## src/rtl/shift_reg_piso_tx.sv

```systemverilog
// Parallel-in serial-out transmitter: takes an SHLEN-bit word via valid/ready and
// shifts it out one bit per EN tick, MSB- or LSB-first, with a receiver strobe.
module shift_reg_piso_tx #(
    parameter int SHLEN = 6
) (
    input  logic             CLK,
    input  logic             RST_N,
    input  logic             EN,
    input  logic             LOAD_VALID,
    output logic             LOAD_READY,
    input  logic [SHLEN-1:0] DIN,
    input  logic             DIR,
    output logic             SOUT,
    output logic             BIT_STB,
    output logic             BUSY,
    output logic             DONE
);

    localparam int CW = $clog2(SHLEN + 1);

    localparam logic [0:0] ST_IDLE  = 1'b0;
    localparam logic [0:0] ST_SHIFT = 1'b1;

    logic [0:0]       state;
    logic [SHLEN-1:0] shreg;
    logic [SHLEN-1:0] shreg_shifted;
    logic [CW-1:0]    bit_cnt;
    logic             dir_q;
    logic             last_bit;

    // The head always sits at the end selected by dir_q, so shifting moves the next bit into it.
    always_comb begin
        shreg_shifted = dir_q ? {shreg[SHLEN-2:0], 1'b0} : {1'b0, shreg[SHLEN-1:1]};
    end

    assign last_bit   = (bit_cnt == CW'(SHLEN - 1));
    assign LOAD_READY = (state == ST_IDLE);
    assign BUSY       = (state == ST_SHIFT);
    assign BIT_STB    = EN & BUSY;

    // NOTE: all state below uses non-blocking assignments so every register sees pre-edge values.
    always_ff @(posedge CLK) begin
        if (!RST_N) begin
            state   <= ST_IDLE;
            shreg   <= '0;
            bit_cnt <= '0;
            dir_q   <= 1'b1;
            SOUT    <= 1'b0;
            DONE    <= 1'b0;
        end else begin
            DONE <= 1'b0;
            case (state)
                ST_IDLE: begin
                    if (LOAD_VALID) begin
                        state   <= ST_SHIFT;
                        shreg   <= DIN;
                        dir_q   <= DIR;
                        bit_cnt <= '0;
                        SOUT    <= DIR ? DIN[SHLEN-1] : DIN[0];
                    end
                end
                ST_SHIFT: begin
                    if (EN) begin
                        if (last_bit) begin
                            state   <= ST_IDLE;
                            shreg   <= '0;
                            bit_cnt <= '0;
                            SOUT    <= 1'b0;
                            DONE    <= 1'b1;
                        end else begin
                            shreg   <= shreg_shifted;
                            bit_cnt <= bit_cnt + CW'(1);
                            SOUT    <= dir_q ? shreg_shifted[SHLEN-1] : shreg_shifted[0];
                        end
                    end
                end
                default: begin
                    state <= ST_IDLE;
                end
            endcase
        end
    end

endmodule

```

## config.mk

```make
export PLATFORM = sky130hd
export DESIGN_NAME = shift_reg_piso_tx
export DESIGN_NICKNAME = d
export VERILOG_FILES = /design/src/rtl/shift_reg_piso_tx.sv
export SDC_FILE = /design/constraint.sdc
export NUM_CORES = 1
export LEC_CHECK = 0
export CAP_MARGIN = 20
export CORE_AREA = 2 2 41 43
export DETAILED_ROUTE_END_ITERATION = 8
export DIE_AREA = 0 0 43 45
export PLACE_DENSITY = 0.71
export SETUP_SLACK_MARGIN = 0.1
export SYNTH_ARGS = -nofsm -noshare
export SYNTH_HDL_FRONTEND = slang
export SYNTH_SLANG_ARGS = --single-unit
```

## constraint.sdc

```tcl
create_clock -name CLK -period 3.18 [get_ports CLK]
set_input_delay 0.636 -clock CLK [delete_from_list [all_inputs] [get_ports CLK]]
set_output_delay 0.636 -clock CLK [all_outputs]
set_load 0.01 [all_outputs]
```

======== Word-level counts from Yosys, hierarchy flattened ========
Cells that the tools add are included.
word-level totals
  register bits ........................... 13
  input bits .............................. 11
  output and inout port bits .............. 5
  logic and storage cells ................. 35
operators by class
  bitwise operators ....................... 2
  reductions and logical operators ........ 3
  add/subtract/negate cells ............... 1
  equality and inequality tests ........... 3
  multiplexer cells ....................... 20
operator list
  operator             count
  $mux 6               4
  $pmux 6 s2           1
  $mux 1               9
  $mux 3               3
  $pmux 3 s2           1
  $ne 2x2->1 const B   2
  $pmux 1 s2           2
  $reduce_and 2->1     2
  $add 3x1->3 const B  1
  $eq 3x3->1 const B   1
  $reduce_and 3->1     1
  $and 1x1->1          1
  $not 1->1            1

======== Depth between registers and ports, before layout ========
Gate-level depths: netlist of the first run.
  depth after elaboration ................. 5
  depth in mapped cells ................... 4

======== Worst setup path after synthesis of the first run ========
OpenSTA, ideal clock, no wires.
  path type ............................... input -> output
  from .................................... in EN
  to ...................................... out BIT_STB
  path slack .............................. 1648 ps
  cell stages on the path ................. 2
  required time ........................... 2544 ps
  arrival time ............................ 896 ps
  path buffers ............................ 0
  cell sequence ........................... nand2_1 -> inv_1
between the ends
  word-level cells in the longest chain between the ends .. 1
RTL lines
  what             RTL line  source
  start, declared  8         input logic EN,
  $and 1x1->1      39        assign BIT_STB = EN & BUSY;
  end, declared    14        output logic BIT_STB,
Every way passes these cells.

======== Worst setup path after layout of the first run ========
Ends and elaborated chain as after synthesis.

==> results of run 1 <==
==> flip-flops by register name, indices dropped and copies added, names as in the netlist <==
| signal | flops |
|---|---|
| BUSY | 1 |
| DONE | 1 |
| SOUT | 1 |
| bit_cnt | 3 |
| dir_q | 1 |
| shreg | 6 |
==> worst max-delay path by stage <==
stage                     startpoint  endpoint  slack (ns)  cells past startpoint
after floorplan                   EN   BIT_STB        1.65                      2
after global placement            EN   BIT_STB        0.58                      4
after detailed placement          EN   BIT_STB        0.56                      4
after CTS                         EN   BIT_STB        0.55                      4
after global routing              EN   BIT_STB        0.47                      4
final                             EN   BIT_STB        0.54                      4
==> power groups by stage <==
stage | Sequential [W] | Combinational [W] | Clock (W)
3_5_place_dp | 0.000188 | 0.0000730 | 0
4_1_cts | 0.000184 | 0.0000734 | 0.000103
6_report | 0.000184 | 0.0000729 | 0.0000986
5_1_grt | 0.000185 | 0.0000809 | 0.000112
2_1_floorplan | 0.000186 | 0.0000420 | 0
3_3_place_gp | 0.000188 | 0.0000717 | 0
==> through the flow <==
stage / total power (W) / setup WS (ns) / util / cells
floorplan: 0.000228 / 1.65 / - / 73
global placement: 0.000259 / 0.582 / 0.534 / 101
detailed placement: 0.000261 / 0.555 / 0.534 / 101
CTS: 0.000360 / 0.548 / 0.552 / 105
global route: 0.000379 / 0.470 / 0.552 / 105
finish: 0.000356 / 0.541 / 0.552 / 105
==> layer usage <==
metal | vias to the layer above | share of wire
met2 | 21 | 0.46
met1 | 281 | 0.47
met4 | 0 | 0.0072
met5 | - | 0
met3 | 2 | 0.054
li1 | 301 | -
==> synth_stat cells <==
cell,n,area share
o21ai_0,15,0.12
dfxtp_1,13,0.42
nand3_1,9,0.072
a21oi_1,7,0.056
mux2_2,7,0.13
nand2_1,3,0.018
a21boi_1,2,0.024
buf_2,2,0.016
clkbuf_1,2,0.012
inv_1,2,0.012
a21boi_0,1,0.012
and3_1,1,0.010
mux2i_1,1,0.016
nand2b_1,1,0.010
nand3b_1,1,0.012
nand4_1,1,0.010
nand4b_1,1,0.014
nor2_1,1,0.0060
or3_1,1,0.010
or3b_1,1,0.014
xnor2_1,1,0.014
==> kinds of logic (layout without fill, tap and decap cells) <==
kind of cell / Yosys count / in the layout
AND/OR/NAND/NOR: 20 / 20
flip-flops: 13 / 13
XOR/XNOR: 1 / 1
multiplexers: 8 / 8
buffers and inverters: 6 / 22
AO/OA/AOI/OAI: 25 / 25
==> tightest hold or removal path, cell delays in order (launching register included) <==
cell and delay (ns):
dfxtp_1 0.32, nand3_1 0.06, a21boi_1 0.05
==> cell type report <==
class,count,share of cell area
multi-input cells,54,0.419
clock buffers,4,0.0324
well taps,16,0.0247
inverters,2,0.00924
flip-flops and latches,13,0.320
repair buffers,16,0.194
==> placed cells by master, fill, tap and decap left out, drive strengths merged <==
cell type	instances
inv	2
mux2i	1
nand2	3
or3b	1
a21oi	7
and3	1
nor2	1
nand3b	1
dfxtp	13
or3	1
nand4b	1
xnor2	1
mux2	7
nand4	1
a21boi	3
clkbuf	4
o21ai	15
nand2b	1
nand3	9
clkdlybuf4s50	15
buf	1
==> results.toml, run 1 <==
[outcome]
outcome = "completed"

[cts]
cts_hold_buf = 0
post-cts-setup-buffers = 0
cts_tree = "yes"
ctsResizeCount = 0
clk_path_buf_depth = 2
insertion_delay_ns = 0.27
cts_buffers = 3
htreeDepth = 1
cts.clk_slew.worst_paths_ns = 0.07
cts_sinks = 13
cts_root_buffer = "clkbuf_4"

[critical_path]
cp.arrival_ns = 2.00
slowest_delay_ns = 0.53
cp_top_family = "buffers and inverters"
cpMostUsedCell = "clkdlybuf4s50_1"
r2r_slack_ns = 1.86
crit_type = "primary input to primary output"
critPathBufInv = 3
end_kind = "primary output"
crit_required_ns = 2.54
worstSetupStartpointType = "primary input"
r2r_cells = 4
critPathMaxFanout = 10
r2r-start = "BUSY$_SDFF_PN0_"
r2r-end = "dir_q$_SDFFE_PN1P_"
path_cells = "clkdlybuf4s50_1 > nand2_1 > inv_1 > clkdlybuf4s50_1"
critPathSlowestCell = "clkdlybuf4s50_1"

[finish]
syn_to_final_growth_pct = 29.8
multi_input_area_um2 = 340
design_area_um2 = 812
final_nets = 101
ff_latch_area_um2 = 260
n_fill_cell = 159
drive_gt1_frac = 0.124
diodes = 0

[route]
first_iter_violations = 13
drc = 0
vias = 605
drt-total-wl_um = 1390
dr.pass1.iters = 5
viasPerCell = 5.76
antenna_left = 0
wl_per_cell_um = 13.2

[yosys]
yosysWarnings = 0
synth_compound_area_frac = 0.212
yosys.area_share.simple = 0.176
synthCells = 73
muxShareOfSynthArea = 0.142
synth_adder_area_share = 0
synth-seq-cells = 13
ys_types = 21
synth_top_family_by_area = "compound AO/OA/AOI/OAI gates"
ys_seq_area_frac = 0.416
synth-xor-area-share = 0.0140
syn_avg_cell_area_um2 = 8.57
syn_nets = 84
syn_area_um2 = 626

[global_route]
gr-usage-met1 = 0.186
grt_pass1_wl_um = 2210
grt_start_max_net_pins = 16
grt.total_usage = 0.153
top_usage_layer = "met2"
gr-total-overflow = 0
gr-usage-met2 = 0.258
antenna_found_initial = 0
grt_pass1_vias = 539
grt_util_met3 = 0.0240

[floorplan]
initial_core_util = 0.425
die_w_um = 43
dieArea_mm2 = 0.00194
core_area_mm2 = 0.00147
die_h_um = 45
num_io_pins = 16
placementRows = 14

[sta]
finClkSkew_ns = 0.00300
setup_viol = 0
slew_viol_final = 0
fin_tns_setup_ns = 0
tightest_slew_ns = 0.430
hold_slack_ns = 0.481
max_freq_ghz = 0.379
relSlewSlack = 0.713
hold_violations = 0
period_needed_ns = 2.64
rsz0062_at_grt = "false"
finalCritPeriodShare = 0.830

[pwr]
combPwrFrac = 0.205
clkPwrFrac = 0.277
p_sw_w = 0.0000919
powerDensity_mw_per_mm2 = 438
p_sw_frac = 0.258
seq_power_share = 0.518
vdd_drop_max_v = 0.000223
p_int_w = 0.000264
p_leak_nw = 0.304

[placement]
hpwl_um = 981
dpl_cell_area_um2 = 786
gp_congestion = 0.743
port_buffers = 15

[worst_hold_path]
min_path_cells = 2
min_to = "bit_cnt[1]$_SDFFE_PN0P_"
hp-class = "flop to flop"
hp-start = "bit_cnt[1]$_SDFFE_PN0P_"

[job]
maxCapViolCount = 0
(Power assumes the default switching activity.)
==> run 2: changes to the inputs <==
--- a/config.mk
+++ b/config.mk
@@ -6,10 +6,10 @@
 export NUM_CORES = 1
 export LEC_CHECK = 0
 export CAP_MARGIN = 20
-export CORE_AREA = 2 2 41 43
+export CORE_AREA = 2 2 43 45
 export DETAILED_ROUTE_END_ITERATION = 8
-export DIE_AREA = 0 0 43 45
-export PLACE_DENSITY = 0.71
+export DIE_AREA = 0 0 45 47
+export PLACE_DENSITY = 0.67
 export SETUP_SLACK_MARGIN = 0.1
 export SYNTH_ARGS = -nofsm -noshare
 export SYNTH_HDL_FRONTEND = slang
==> constraint.sdc (replaced) <==
create_clock -name CLK -period 2.3 [get_ports CLK]
set_input_delay 0.46 -clock CLK [delete_from_list [all_inputs] [get_ports CLK]]
set_output_delay 0.46 -clock CLK [all_outputs]
set_load 0.01 [all_outputs]
==> results.toml, run 2 (same netlist as run 1, synthesis figures left out) <==
[outcome]
outcome = "completed"

[route]
wl_per_cell_um = 12.9
drc = 0
antenna_left = 0
met1_length_um = 628
dr_wl_met2_um = 640
first_iter_violations = 13
viasPerCell = 5.66
drt-total-wl_um = 1380
dr.pass1.iters = 4
routed.top_layer = "met4"
wl_met3_um = 97
vias = 606

[critical_path]
cp.arrival_ns = 1.66
critPathMaxFanout = 4
slowest_delay_ns = 0.53
critPathSlowestCell = "clkdlybuf4s50_1"
worstSetupStartpointType = "primary input"
crit_type = "primary input to primary output"
r2r-end = "dir_q$_SDFFE_PN1P_"
worstSetupStartpoint = "EN"
r2r-start = "BUSY$_SDFF_PN0_"
end_kind = "primary output"
crit_required_ns = 1.84
path_cells = "clkdlybuf4s50_1 > nand2_1 > inv_1 > clkdlybuf4s50_1"
cpMostUsedCell = "clkdlybuf4s50_1"
r2r_cells = 4
r2r_slack_ns = 1.01

[pwr]
vdd_drop_max_v = 0.000382
p_leak_nw = 0.308
powerDensity_mw_per_mm2 = 612
total_power_w = 0.000503

[cts]
cts_tree = "yes"
cts_buffers = 3
cts_sinks = 13
cts_root_buffer = "clkbuf_4"
cts_hold_buf = 0
cts.clk_slew.worst_paths_ns = 0.08
insertion_delay_ns = 0.28
post-cts-setup-buffers = 0
clk_path_buf_depth = 2
ctsResizeCount = 0
htreeDepth = 1

[worst_hold_path]
hp-start = "bit_cnt[1]$_SDFFE_PN0P_"
min_to = "bit_cnt[1]$_SDFFE_PN0P_"
hp-class = "flop to flop"
min_path_cells = 2

[sta]
hold_violations = 0
rsz0062_at_grt = "false"
setup_viol = 0
relSlewSlack = 0.732
hold_slack_ns = 0.486
max_freq_ghz = 0.472
fin_tns_setup_ns = 0
finalCritPeriodShare = 0.922
finClkSkew_ns = 0.00501
period_needed_ns = 2.12
slew_viol_final = 0
tightest_slew_ns = 0.401

[floorplan]
die_w_um = 45
die_h_um = 47
dieArea_mm2 = 0.00212
core_area_mm2 = 0.00165
num_io_pins = 16
placementRows = 15
initial_core_util = 0.379

[finish]
diodes = 0
layoutNonFillerInstCount = 107
n_fill_cell = 162
final_nets = 102
top_regs = "shreg: 6 flops, bit_cnt: 3 flops"
top_register = "shreg"
drive_gt1_frac = 0.133
largest_register_ff_count = 6
syn_to_final_growth_pct = 31.2
layout_common_cells = "o21ai_0 (15), clkdlybuf4s50_1 (15), dfxtp_1 (13)"

[placement]
gp_congestion = 0.752
port_buffers = 15
hpwl_um = 928
post-place-cells = 103

[global_route]
antenna_found_initial = 0
grt_pass1_vias = 518
grt_start_max_net_pins = 17
grt.total_usage = 0.152
grt_pass1_wl_um = 2220
gr-total-overflow = 0

[job]
maxCapViolCount = 0
==> run 2: cell types whose count changed in the layout (fill, tap and decap cells not counted), sizes merged <==
cell | previous run | this run
buf | 1 | 2
==> run 2: area by class of cell <==
type / count / area [um2] / share of cell area
multi-input combinational: 54 / 340 / 0.415
sequential: 13 / 260 / 0.317
timing repair buffer: 17 / 165 / 0.201
clock buffer: 4 / 26.3 / 0.0320
tap: 17 / 21.3 / 0.0259
inverter: 2 / 7.51 / 0.00915
==> run 2: worst max path at each step <==
stage | endpoint | slack, ns | cells past startpoint
floorplan | LOAD_READY | 1.01 | 2
CTS | BIT_STB | 0.18 | 4
detailed placement | BIT_STB | 0.19 | 4
global placement | BIT_STB | 0.18 | 4
global route | BIT_STB | 0.14 | 4
finish | BIT_STB | 0.18 | 4
==> run 2: metal layers <==
layer / vias up / GRT usage
met5: - / 0
met2: 20 / 0.240
met4: 0 / 0.0882
met1: 285 / 0.178
met3: 2 / 0.0577
li1: 299 / -
==> run 2: stage by stage <==
step,cell area [um2],setup slack (ns),util
2_1_floorplan,626,1.01,-
3_3_place_gp,795,0.185,0.481
3_5_place_dp,795,0.188,0.481
4_1_cts,821,0.182,0.497
5_1_grt,821,0.137,0.497
6_report,821,0.180,0.497
==> run 2: worst max-delay path: cells and delay by family <==
family | cells | cell delay, ns
buf+inv | 3 | 1.11
simple gates | 1 | 0.09
==> run 2: report_power, final <==
group | internal, W | total [W] | switching [W]
Combinational | 0.0000576 | 0.000102 | 0.0000447
Clock | 0.0000674 | 0.000146 | 0.0000785
Sequential | 0.000242 | 0.000254 | 0.0000125
==> run 3: changes to the inputs <==
--- a/config.mk
+++ b/config.mk
@@ -5,10 +5,11 @@
 export SDC_FILE = /design/constraint.sdc
 export NUM_CORES = 1
 export LEC_CHECK = 0
-export CAP_MARGIN = 20
+export CAP_MARGIN = 40
 export CORE_AREA = 2 2 43 45
 export DETAILED_ROUTE_END_ITERATION = 8
 export DIE_AREA = 0 0 45 47
+export GPL_ROUTABILITY_DRIVEN = 0
 export PLACE_DENSITY = 0.67
 export SETUP_SLACK_MARGIN = 0.1
 export SYNTH_ARGS = -nofsm -noshare
==> results of run 3 <==
No change in the layout: final DEF, timing and power equal those of run 2.
